[src/rtl/retire_pkg.sv]
// Shared types for the retire trace buffer: record kinds, record layout and drain FSM states.
// Classification priority lives here so the buffer and any consumer agree on kind meaning.
package retire_pkg;
  localparam int PC_W   = 16;
  localparam int INST_W = 16;
  localparam int REG_W  = 3;
  localparam int DATA_W = 16;
  localparam int ADDR_W = 16;
  localparam int CNT_W  = 32;

  typedef enum logic [2:0] {
    KIND_NOP    = 3'd0,
    KIND_REG_ST = 3'd1,
    KIND_REG_LD = 3'd2,
    KIND_REG    = 3'd3,
    KIND_HALT   = 3'd4,
    KIND_ST     = 3'd5
  } kind_e;

  typedef enum logic [1:0] {
    ST_RUN   = 2'd0,
    ST_DRAIN = 2'd1,
    ST_DONE  = 2'd2
  } state_e;

  typedef struct packed {
    kind_e             kind;
    logic [CNT_W-1:0]  inum;
    logic [PC_W-1:0]   pc;
    logic [INST_W-1:0] inst;
    logic [REG_W-1:0]  rg;
    logic [DATA_W-1:0] rdata;
    logic [ADDR_W-1:0] addr;
    logic [DATA_W-1:0] mdata;
  } rec_t;

  localparam int REC_W = $bits(rec_t);

  // Register-write combinations outrank halt, which outranks a bare store.
  function automatic kind_e classify(input logic reg_wr, input logic mem_rd,
                                     input logic mem_wr, input logic halt);
    if (reg_wr && mem_wr) return KIND_REG_ST;
    if (reg_wr && mem_rd) return KIND_REG_LD;
    if (reg_wr)           return KIND_REG;
    if (halt)             return KIND_HALT;
    if (mem_wr)           return KIND_ST;
    return KIND_NOP;
  endfunction
endpackage

[src/rtl/retire_fifo.sv]
// Record FIFO: write on push, head visible combinationally, pop advances next cycle.
// Push is ignored while full and pop while empty; storage is never cleared by reset.
module retire_fifo #(
  parameter int DEPTH = 4,
  parameter int W     = 8,
  localparam int PW   = $clog2(DEPTH),
  localparam int CW   = PW + 1
) (
  input  logic          clk,
  input  logic          rst,
  input  logic          push,
  input  logic [W-1:0]  push_dat,
  input  logic          pop,
  output logic [W-1:0]  head_dat,
  output logic [CW-1:0] count
);
  logic [W-1:0]  mem_q [DEPTH];
  logic [PW-1:0] wr_ptr_q, wr_ptr_d, rd_ptr_q, rd_ptr_d;
  logic [CW-1:0] count_q, count_d;
  logic          push_ok, pop_ok;

  assign push_ok  = push && (count_q != CW'(DEPTH));
  assign pop_ok   = pop && (count_q != '0);
  assign head_dat = mem_q[rd_ptr_q];
  assign count    = count_q;

  // Pointers wrap naturally because DEPTH is a power of two.
  always_comb begin
    wr_ptr_d = wr_ptr_q + PW'(push_ok);
    rd_ptr_d = rd_ptr_q + PW'(pop_ok);
    count_d  = count_q + CW'(push_ok) - CW'(pop_ok);
  end

  always_ff @(posedge clk) begin
    if (!rst) begin
      wr_ptr_q <= '0;
      rd_ptr_q <= '0;
      count_q  <= '0;
    end else begin
      wr_ptr_q <= wr_ptr_d;
      rd_ptr_q <= rd_ptr_d;
      count_q  <= count_d;
    end
  end

  always_ff @(posedge clk) begin
    if (push_ok) mem_q[wr_ptr_q] <= push_dat;
  end
endmodule

[src/rtl/retire_trace_buf.sv]
// Classifies retiring instructions into trace records, numbers them and queues them for a consumer.
// Record visible the cycle after enqueue; stall while full; HALT drains the queue then raises done.
module retire_trace_buf
  import retire_pkg::*;
#(
  parameter int DEPTH = 4
) (
  input  logic        clk,
  input  logic        rst,
  input  logic        ret_valid,
  input  logic [15:0] ret_pc,
  input  logic [15:0] ret_inst,
  input  logic        reg_wr,
  input  logic [2:0]  wr_reg,
  input  logic [15:0] wr_data,
  input  logic        mem_rd,
  input  logic        mem_wr,
  input  logic [15:0] mem_addr,
  input  logic [15:0] mem_data,
  input  logic        halt,
  output logic        stall,
  output logic        rec_valid,
  input  logic        rec_ready,
  output logic [2:0]  rec_kind,
  output logic [31:0] rec_inum,
  output logic [15:0] rec_pc,
  output logic [15:0] rec_inst,
  output logic [2:0]  rec_reg,
  output logic [15:0] rec_rdata,
  output logic [15:0] rec_addr,
  output logic [15:0] rec_mdata,
  output logic [31:0] cycle_count,
  output logic [31:0] inst_count,
  output logic        done
);
  localparam int CW = $clog2(DEPTH) + 1;

  state_e        state_q, state_d;
  logic [31:0]   cyc_q, cyc_d, inum_q, inum_d;
  logic [CW-1:0] occ;
  logic          enq, deq;
  rec_t          in_rec, head_rec;

  assign stall     = (occ == CW'(DEPTH));
  assign rec_valid = (occ != '0);
  assign enq       = ret_valid && !stall && (state_q == ST_RUN);
  assign deq       = rec_valid && rec_ready;

  always_comb begin
    in_rec       = '0;
    in_rec.kind  = classify(reg_wr, mem_rd, mem_wr, halt);
    in_rec.inum  = inum_q;
    in_rec.pc    = ret_pc;
    in_rec.inst  = ret_inst;
    in_rec.rg    = wr_reg;
    in_rec.rdata = wr_data;
    in_rec.addr  = mem_addr;
    in_rec.mdata = mem_data;
  end

  retire_fifo #(.DEPTH(DEPTH), .W(REC_W)) u_fifo (
    .clk      (clk),
    .rst      (rst),
    .push     (enq),
    .push_dat (in_rec),
    .pop      (deq),
    .head_dat (head_rec),
    .count    (occ)
  );

  assign rec_kind    = head_rec.kind;
  assign rec_inum    = head_rec.inum;
  assign rec_pc      = head_rec.pc;
  assign rec_inst    = head_rec.inst;
  assign rec_reg     = head_rec.rg;
  assign rec_rdata   = head_rec.rdata;
  assign rec_addr    = head_rec.addr;
  assign rec_mdata   = head_rec.mdata;
  assign cycle_count = cyc_q;
  assign inst_count  = inum_q;
  assign done        = (state_q == ST_DONE);

  always_comb begin
    state_d = state_q;
    cyc_d   = cyc_q;
    inum_d  = inum_q;
    if (state_q != ST_DONE) cyc_d = cyc_q + 32'd1;
    if (enq)                inum_d = inum_q + 32'd1;
    case (state_q)
      ST_RUN:   if (enq && in_rec.kind == KIND_HALT) state_d = ST_DRAIN;
      // Done once the last queued record (the HALT itself) leaves.
      ST_DRAIN: if (occ == '0 || (occ == CW'(1) && deq)) state_d = ST_DONE;
      default:  state_d = state_q;
    endcase
  end

  always_ff @(posedge clk) begin
    if (!rst) begin
      state_q <= ST_RUN;
      cyc_q   <= '0;
      inum_q  <= '0;
    end else begin
      state_q <= state_d;
      cyc_q   <= cyc_d;
      inum_q  <= inum_d;
    end
  end
endmodule

[config.mk]
export PLATFORM = sky130hd
export DESIGN_NAME = retire_trace_buf
export DESIGN_NICKNAME = d
export VERILOG_FILES = /design/src/rtl/retire_pkg.sv /design/src/rtl/retire_fifo.sv /design/src/rtl/retire_trace_buf.sv
export SDC_FILE = /design/constraint.sdc
export NUM_CORES = 1
export LEC_CHECK = 0
export ABC_AREA = 1
export CELL_PAD_IN_SITES_DETAIL_PLACEMENT = 0
export CELL_PAD_IN_SITES_GLOBAL_PLACEMENT = 1
export CORE_UTILIZATION = 44
export DETAILED_ROUTE_END_ITERATION = 8
export PLACE_DENSITY = 0.82
export SETUP_SLACK_MARGIN = 0.1
export SYNTH_ARGS = -nofsm -noshare
export SYNTH_HDL_FRONTEND = slang
export SYNTH_SLANG_ARGS = --single-unit
[constraint.sdc]
create_clock -name clk -period 13.89 [get_ports clk]
set_input_delay 2.778 -clock clk [delete_from_list [all_inputs] [get_ports clk]]
set_output_delay 2.778 -clock clk [all_outputs]
set_load 0.005 [all_outputs]
==> results.py, run 1 <==
metrics = {
    "clock_tree": {
        "cts_setup_buffers": 0,
        "numClockSinks": 545,
        "cts_buffers": 54,
        "clk_pin_slew_worst_paths_ps": 60,
        "cts_tree": "yes",
        "cts-hold-fix-buffers": 0,
        "h-tree-depth": 2,
        "root_buffer": "clkbuf_16",
        "clk_path_buf_depth": 3,
        "clock_latency_ps": 600,
        "cts_resized": 0,
    },
    "final_layout": {
        "fillers": 3932,
        "syn2layout_area_growth_pct": 22.1,
        "multi_input_area_um2": 4860,
        "instances_no_fill": 2667,
        "drive_gt1_share_pct": 5.76,
        "stdcell_area_um2": 26200,
        "layout_commonest_cell": "edfxtp_1",
        "fin_nets": 2104,
        "ff_latch_area_um2": 15600,
        "utilization_pct": 54.7,
        "final_cell_mix": "edfxtp_1, nor2_1, clkdlybuf4s50_1",
    },
    "critical_path": {
        "crit_type": "flop to output pin",
        "r2r_end": "u_fifo.mem_q[3][72]",
        "ff2ff_setup_slack_ps": 10060,
        "cp.arrival_ps": 4230,
        "critPathRequiredTime_ps": 11110,
        "worstReg2RegStart": "u_fifo.count[1]",
        "cpMaxStageDelayCell": "dfxtp_4",
        "cpMostUsedCell": "buf_4",
        "startpoint_type": "flop",
        "slowest_delay_ps": 900,
        "ff2ff_path_depth": 6,
        "cp_max_fo": 89,
        "endpoint_kind": "output pin",
        "path_cells": "buf_4 -> buf_4 -> o21ai_0 -> o22ai_1 -> clkdlybuf4s50_1",
    },
    "routing": {
        "drtAntennaViolNets": 0,
        "wl_um": 50300,
        "routedWlPerCell_um": 18.9,
        "drtPass1Iterations": 5,
        "via_per_inst": 5.31,
        "drt_iter0_drc": 927,
        "drc": 0,
        "dr_total_vias": 14169,
    },
    "logic_synthesis": {
        "synth-seq-area-share_pct": 73.0,
        "ys.flop_type": "edfxtp_1",
        "synthArstFlopShare_pct": 0,
        "synth-seq-cells": 545,
        "synth_xor_area_share_pct": 0.450,
        "syn_avg_cell_area_um2": 12.0,
        "synth_edf_count": 472,
        "syn_area_um2": 21400,
        "synth_compound_area_share_pct": 10.3,
        "synth_cells": 1778,
        "synth_nets": 1874,
        "synth.area.mux_share_pct": 0,
        "yosysUniqueCellTypes": 33,
        "synth-simple-area-share_pct": 11.5,
        "yosys_warnings": 0,
        "synth_fa_ha_area_share_pct": 0.327,
        "synth_top_family_by_area": "simple AND/OR/NAND/NOR gates",
    },
    "power_and_ir_drop": {
        "p_int_mw": 3.22,
        "net-switching-power_mw": 1.25,
        "p_sw_share_pct": 28.0,
        "clockPowerShare_pct": 30.0,
        "p_comb_share_pct": 24.0,
        "cellLeakagePower_nw": 8.71,
        "total_power_mw": 4.47,
        "seqPwrFrac_pct": 46.0,
        "p_per_area_nw_per_um2": 171,
        "vdd_drop_max_mv": 0.0965,
    },
    "timing": {
        "setup_viol": 0,
        "grt_setup_unrepaired": "no",
        "fin_tns_setup_ps": 0,
        "fin_worst_skew_ps": 15.0,
        "min_period_ps": 7010,
        "setup_ws_ps": 6880,
        "whs_ps": 506,
        "post-route-period-util_pct": 50.5,
        "slew_violations": 0,
        "hold_viol": 0,
        "slew_headroom_pct": 24.4,
        "worstMarginPinSlew_ps": 1130,
        "clock.fmax_mhz": 143,
    },
    "status": {
        "status": "finished, final reports clean",
    },
    "die": {
        "die_w_um": 223,
        "io_pins": 276,
        "rows": 80,
        "start_util_pct": 44.8,
        "coreArea_um2": 47800,
        "dieArea_um2": 49600,
        "die_y_um": 223,
    },
    "grt": {
        "grt_use_total_pct": 20.1,
        "grt_start_max_net_pins": 141,
        "antenna_found_initial": 5,
        "grt_pass1_wl_um": 77000,
        "grt_pass1_vias": 13750,
        "grt_overflow": 0,
    },
    "min_path": {
        "hp-start": "cycle_count[9]",
        "worstHoldEndpoint": "cycle_count[9]",
        "hold_path.class": "flop to flop",
        "hold_depth": 2,
    },
    "placement": {
        "place_congestion": 0.791,
        "place_ws_ps": 7220,
        "io_buffers": 275,
        "dpl.cell_count": 2567,
        "post_dp_cell_area_um2": 24500,
        "place_hpwl_um": 29400,
    },
    "job": {
        "maxCapViolations": 0,
    },
}
metal layers:
metal / routed length [um] / vias to the layer above / GRT usage (%)
met5: 46 / - / 0
li1: - / 6771 / -
met3: 3280 / 69 / 4.23
met2: 23600 / 413 / 32.9
met4: 856 / 8 / 5.03
met1: 22500 / 6908 / 27.4
final cells by class:
type	instances	area share, %
timing repair buffer	292	11.0
multi-input combinational	1019	18.6
sequential	545	59.8
tap	615	2.94
inverter	96	1.40
clock inverter	20	0.450
antenna	2	0.0191
clock buffer	78	5.78
synthesized netlist by cell type, types with 4 or more instances:
| cell type | instances | share of area, % |
|---|---|---|
| inv_1 | 95 | 1.7 |
| buf_4 | 33 | 1.2 |
| xor2_1 | 8 | 0.33 |
| nand3_1 | 37 | 0.86 |
| edfxtp_1 | 472 | 66 |
| buf_1 | 4 | 0.070 |
| a21oi_1 | 28 | 0.65 |
| buf_2 | 15 | 0.35 |
| nor2_1 | 355 | 6.2 |
| nand2_1 | 142 | 2.5 |
| nand4_1 | 21 | 0.61 |
| nand2_2 | 5 | 0.15 |
| o21bai_1 | 5 | 0.18 |
| nor2_2 | 8 | 0.23 |
| o21ai_0 | 253 | 5.9 |
| nor3b_1 | 4 | 0.14 |
| ha_1 | 4 | 0.23 |
| nor2_4 | 4 | 0.21 |
| nor3_1 | 12 | 0.28 |
| dfxtp_1 | 73 | 6.8 |
| clkbuf_1 | 66 | 1.2 |
| o22ai_1 | 118 | 3.4 |
sequential cells by signal, summed over array words and instances (netlist names):
| name | flops |
|---|---|
| u_fifo.rd_ptr_q | 2 |
| u_fifo.count | 3 |
| state_q | 2 |
| cycle_count | 32 |
| inst_count | 32 |
| u_fifo.wr_ptr_q | 2 |
| u_fifo.mem_q | 472 |
how the worst max path moves through the flow:
stage	startpoint	end	slack (ps)	depth (start not counted)
after floorplan	ret_valid	u_fifo.mem_q[0][0]	2060	3
after global placement	ret_valid	u_fifo.mem_q[3][28]	7280	5
after detailed placement	ret_valid	u_fifo.mem_q[3][28]	7220	5
after CTS	u_fifo.rd_ptr_q[0]	rec_rdata[6]	6880	5
after global routing	u_fifo.rd_ptr_q[0]	rec_pc[11]	6630	5
final	u_fifo.rd_ptr_q[0]	rec_rdata[6]	6880	5
cell families (layout without fill, tap and decap cells):
| logic type | count (synthesis) | after routing |
|---|---|---|
| compound gates | 408 | 408 |
| xor+xnor | 11 | 11 |
| fa+ha+maj | 5 | 5 |
| buf+inv | 214 | 486 |
| flops | 545 | 545 |
| other cells | 0 | 2 |
| simple gates | 595 | 595 |
power by group through the flow:
stage | sequential, mW | combinational [mW] | clock, mW
final | 2.05 | 1.07 | 1.34
after CTS | 2.05 | 1.09 | 1.37
after global routing | 2.07 | 1.16 | 1.43
after floorplan | 2.10 | 0.502 | 0
after global placement | 2.08 | 1.07 | 0
after detailed placement | 2.09 | 1.08 | 0
worst max-delay path, delay by kind of cell (launching register included):
family	cells	cell delay [ps]
flops	1	900
buf+inv	3	2070
compound gates	2	530
(Power assumes the default switching activity.)
==> inputs of run 2 (changes only) <==
==> constraint.sdc (replaced) <==
create_clock -name clk -period 7.08 [get_ports clk]
set_input_delay 1.416 -clock clk [delete_from_list [all_inputs] [get_ports clk]]
set_output_delay 1.416 -clock clk [all_outputs]
set_load 0.005 [all_outputs]
==> run 2 against run 1 <==
Effect of this change:
- clock skew about the same
- die area unchanged
- clock-buffer cell count decreased by 11
- clock power increased by 100%
- first-iteration DRC count decreased by 2.6%
- sequential power increased by 97%
- final cell count about the same
- via count decreased by 0.36%
- worst setup slack got worse by 4900 ps
- combinational power increased by 95%
- non-clock buffer count increased by 3
- critical endpoint is now rec_inum[2]
==> results.py, run 2 (synthesis results as in run 1) <==
metrics = {
    "final_layout": {
        "drive_gt1_share_pct": 6.14,
        "fin_nets": 2106,
        "fillers": 3969,
        "final_cell_mix": "edfxtp_1, nor2_1, clkdlybuf4s50_1",
        "largest_register_ffs": 472,
        "ff_latch_area_um2": 15600,
        "regMostFlops": "u_fifo.mem_q",
        "syn2layout_area_growth_pct": 22.5,
        "instances_no_fill": 2668,
        "layout_commonest_cell": "edfxtp_1",
        "multi_input_area_um2": 4860,
        "antennaDiodeCount": 0,
    },
    "power_and_ir_drop": {
        "p_per_area_nw_per_um2": 337,
        "total_power_mw": 8.85,
        "vdd_drop_max_mv": 0.180,
        "cellLeakagePower_nw": 8.76,
    },
    "clock_tree": {
        "h-tree-depth": 2,
        "clk_path_buf_depth": 3,
        "cts-hold-fix-buffers": 0,
        "clock_latency_ps": 600,
        "cts_resized": 0,
        "numClockSinks": 545,
        "cts_tree": "yes",
        "root_buffer": "clkbuf_16",
        "clk_pin_slew_worst_paths_ps": 60,
        "cts_buffers": 53,
        "cts_setup_buffers": 0,
    },
    "timing": {
        "fin_tns_setup_ps": 0,
        "min_period_ps": 5140,
        "clock.fmax_mhz": 194,
        "slew_headroom_pct": 35.0,
        "post-route-period-util_pct": 72.7,
        "setup_ws_ps": 1940,
        "setup_viol": 0,
        "worstMarginPinSlew_ps": 974,
        "slew_violations": 0,
        "grt_setup_unrepaired": "no",
        "hold_viol": 0,
        "fin_worst_skew_ps": 14.8,
    },
    "critical_path": {
        "r2r_end": "u_fifo.mem_q[2][37]",
        "crit_type": "flop to output pin",
        "cp_max_fo": 134,
        "path_cells": "inv_6 -> buf_4 -> o21ai_0 -> o22ai_1 -> clkdlybuf4s50_1",
        "cpMaxStageDelayCell": "inv_6",
        "cp.arrival_ps": 3730,
        "worstReg2RegStart": "u_fifo.count[1]",
        "critical_path_buf_inv_count": 3,
        "startpoint_type": "flop",
        "ff2ff_setup_slack_ps": 4060,
        "cp_top_family": "buffers and inverters",
        "ff2ff_path_depth": 6,
        "critPathRequiredTime_ps": 5660,
        "slowest_delay_ps": 800,
        "endpoint_kind": "output pin",
    },
    "grt": {
        "busiest_layer": "met2",
        "met3_usage_pct": 3.78,
        "grt_pass1_vias": 13561,
        "gr-usage-met1_pct": 26.8,
        "grt_overflow": 0,
        "grt_pass1_wl_um": 75900,
        "grt_use_total_pct": 19.8,
        "grt_start_max_net_pins": 135,
        "use_met2_pct": 32.7,
        "antenna_found_initial": 3,
    },
    "routing": {
        "dr_total_vias": 14118,
        "wl_um": 50200,
        "drt_iter0_drc": 903,
        "drtAntennaViolNets": 0,
        "via_per_inst": 5.29,
        "drc": 0,
        "routedWlPerCell_um": 18.8,
        "drtPass1Iterations": 5,
    },
    "die": {
        "dieArea_um2": 49600,
        "die_y_um": 223,
        "io_pins": 276,
        "coreArea_um2": 47800,
        "rows": 80,
        "die_w_um": 223,
        "start_util_pct": 44.8,
    },
    "placement": {
        "place_ws_ps": 2560,
        "place_hpwl_um": 29500,
        "place_congestion": 0.800,
        "dpl.cell_count": 2570,
        "io_buffers": 275,
    },
    "min_path": {
        "hp-start": "cycle_count[5]",
        "hold_path.class": "flop to flop",
        "hold_depth": 2,
        "worstHoldEndpoint": "cycle_count[5]",
    },
    "job": {
        "maxCapViolations": 0,
    },
    "status": {
        "status": "finished, final reports clean",
    },
}
-- run 2: report_power, final --
group | total [mW] | internal (mW) | switching [mW]
Combinational | 2.09 | 0.954 | 1.13
Sequential | 4.03 | 3.88 | 0.148
Clock | 2.73 | 1.56 | 1.18
Total | 8.85 | 6.39 | 2.46
-- run 2: worst max path at each step --
stage                  startpoint            endpoint  slack, ps  cells past startpoint
6_report       u_fifo.rd_ptr_q[0]         rec_inum[2]       1940                      5
5_1_grt        u_fifo.rd_ptr_q[0]         rec_kind[0]       1620                      5
4_1_cts        u_fifo.rd_ptr_q[0]         rec_inum[5]       1890                      5
3_5_place_dp   u_fifo.rd_ptr_q[0]         rec_inum[5]       2560                      5
3_3_place_gp   u_fifo.rd_ptr_q[0]         rec_inum[2]       2560                      5
2_1_floorplan           ret_valid  u_fifo.mem_q[0][0]      -3390                      3
-- run 2: worst min-delay path, delay by kind of cell (launching register included) --
family | cells | cell delay (ps)
DFF | 1 | 340
buffers and inverters | 1 | 70
AOI/OAI and AO/OA | 1 | 50
-- run 2: area by class of cell --
| class | count | area share (%) |
|---|---|---|
| sequential | 545 | 59.6 |
| multi-input combinational | 1019 | 18.5 |
| clock buffer | 67 | 5.34 |
| inverter | 96 | 1.40 |
| clock inverter | 31 | 1.13 |
| tap | 615 | 2.93 |
| timing repair buffer | 295 | 11.1 |
-- run 2: metal layers --
layer / up-vias / wire length, um / share of wire (%)
met2: 390 / 24100 / 48
met1: 6894 / 22200 / 44
met5: - / 28 / 0.056
met3: 58 / 3110 / 6.2
li1: 6772 / - / -
met4: 4 / 741 / 1.5
-- run 2: through the flow --
stage                     util [%]  hold slack (ps)  cell area (um2)
final                         54.8              515            26200
after global routing          54.8              528            26200
after CTS                     54.8              512            26200
after detailed placement      51.3              496            24500
after global placement        51.3              482            24500
after floorplan                  -              473            21400
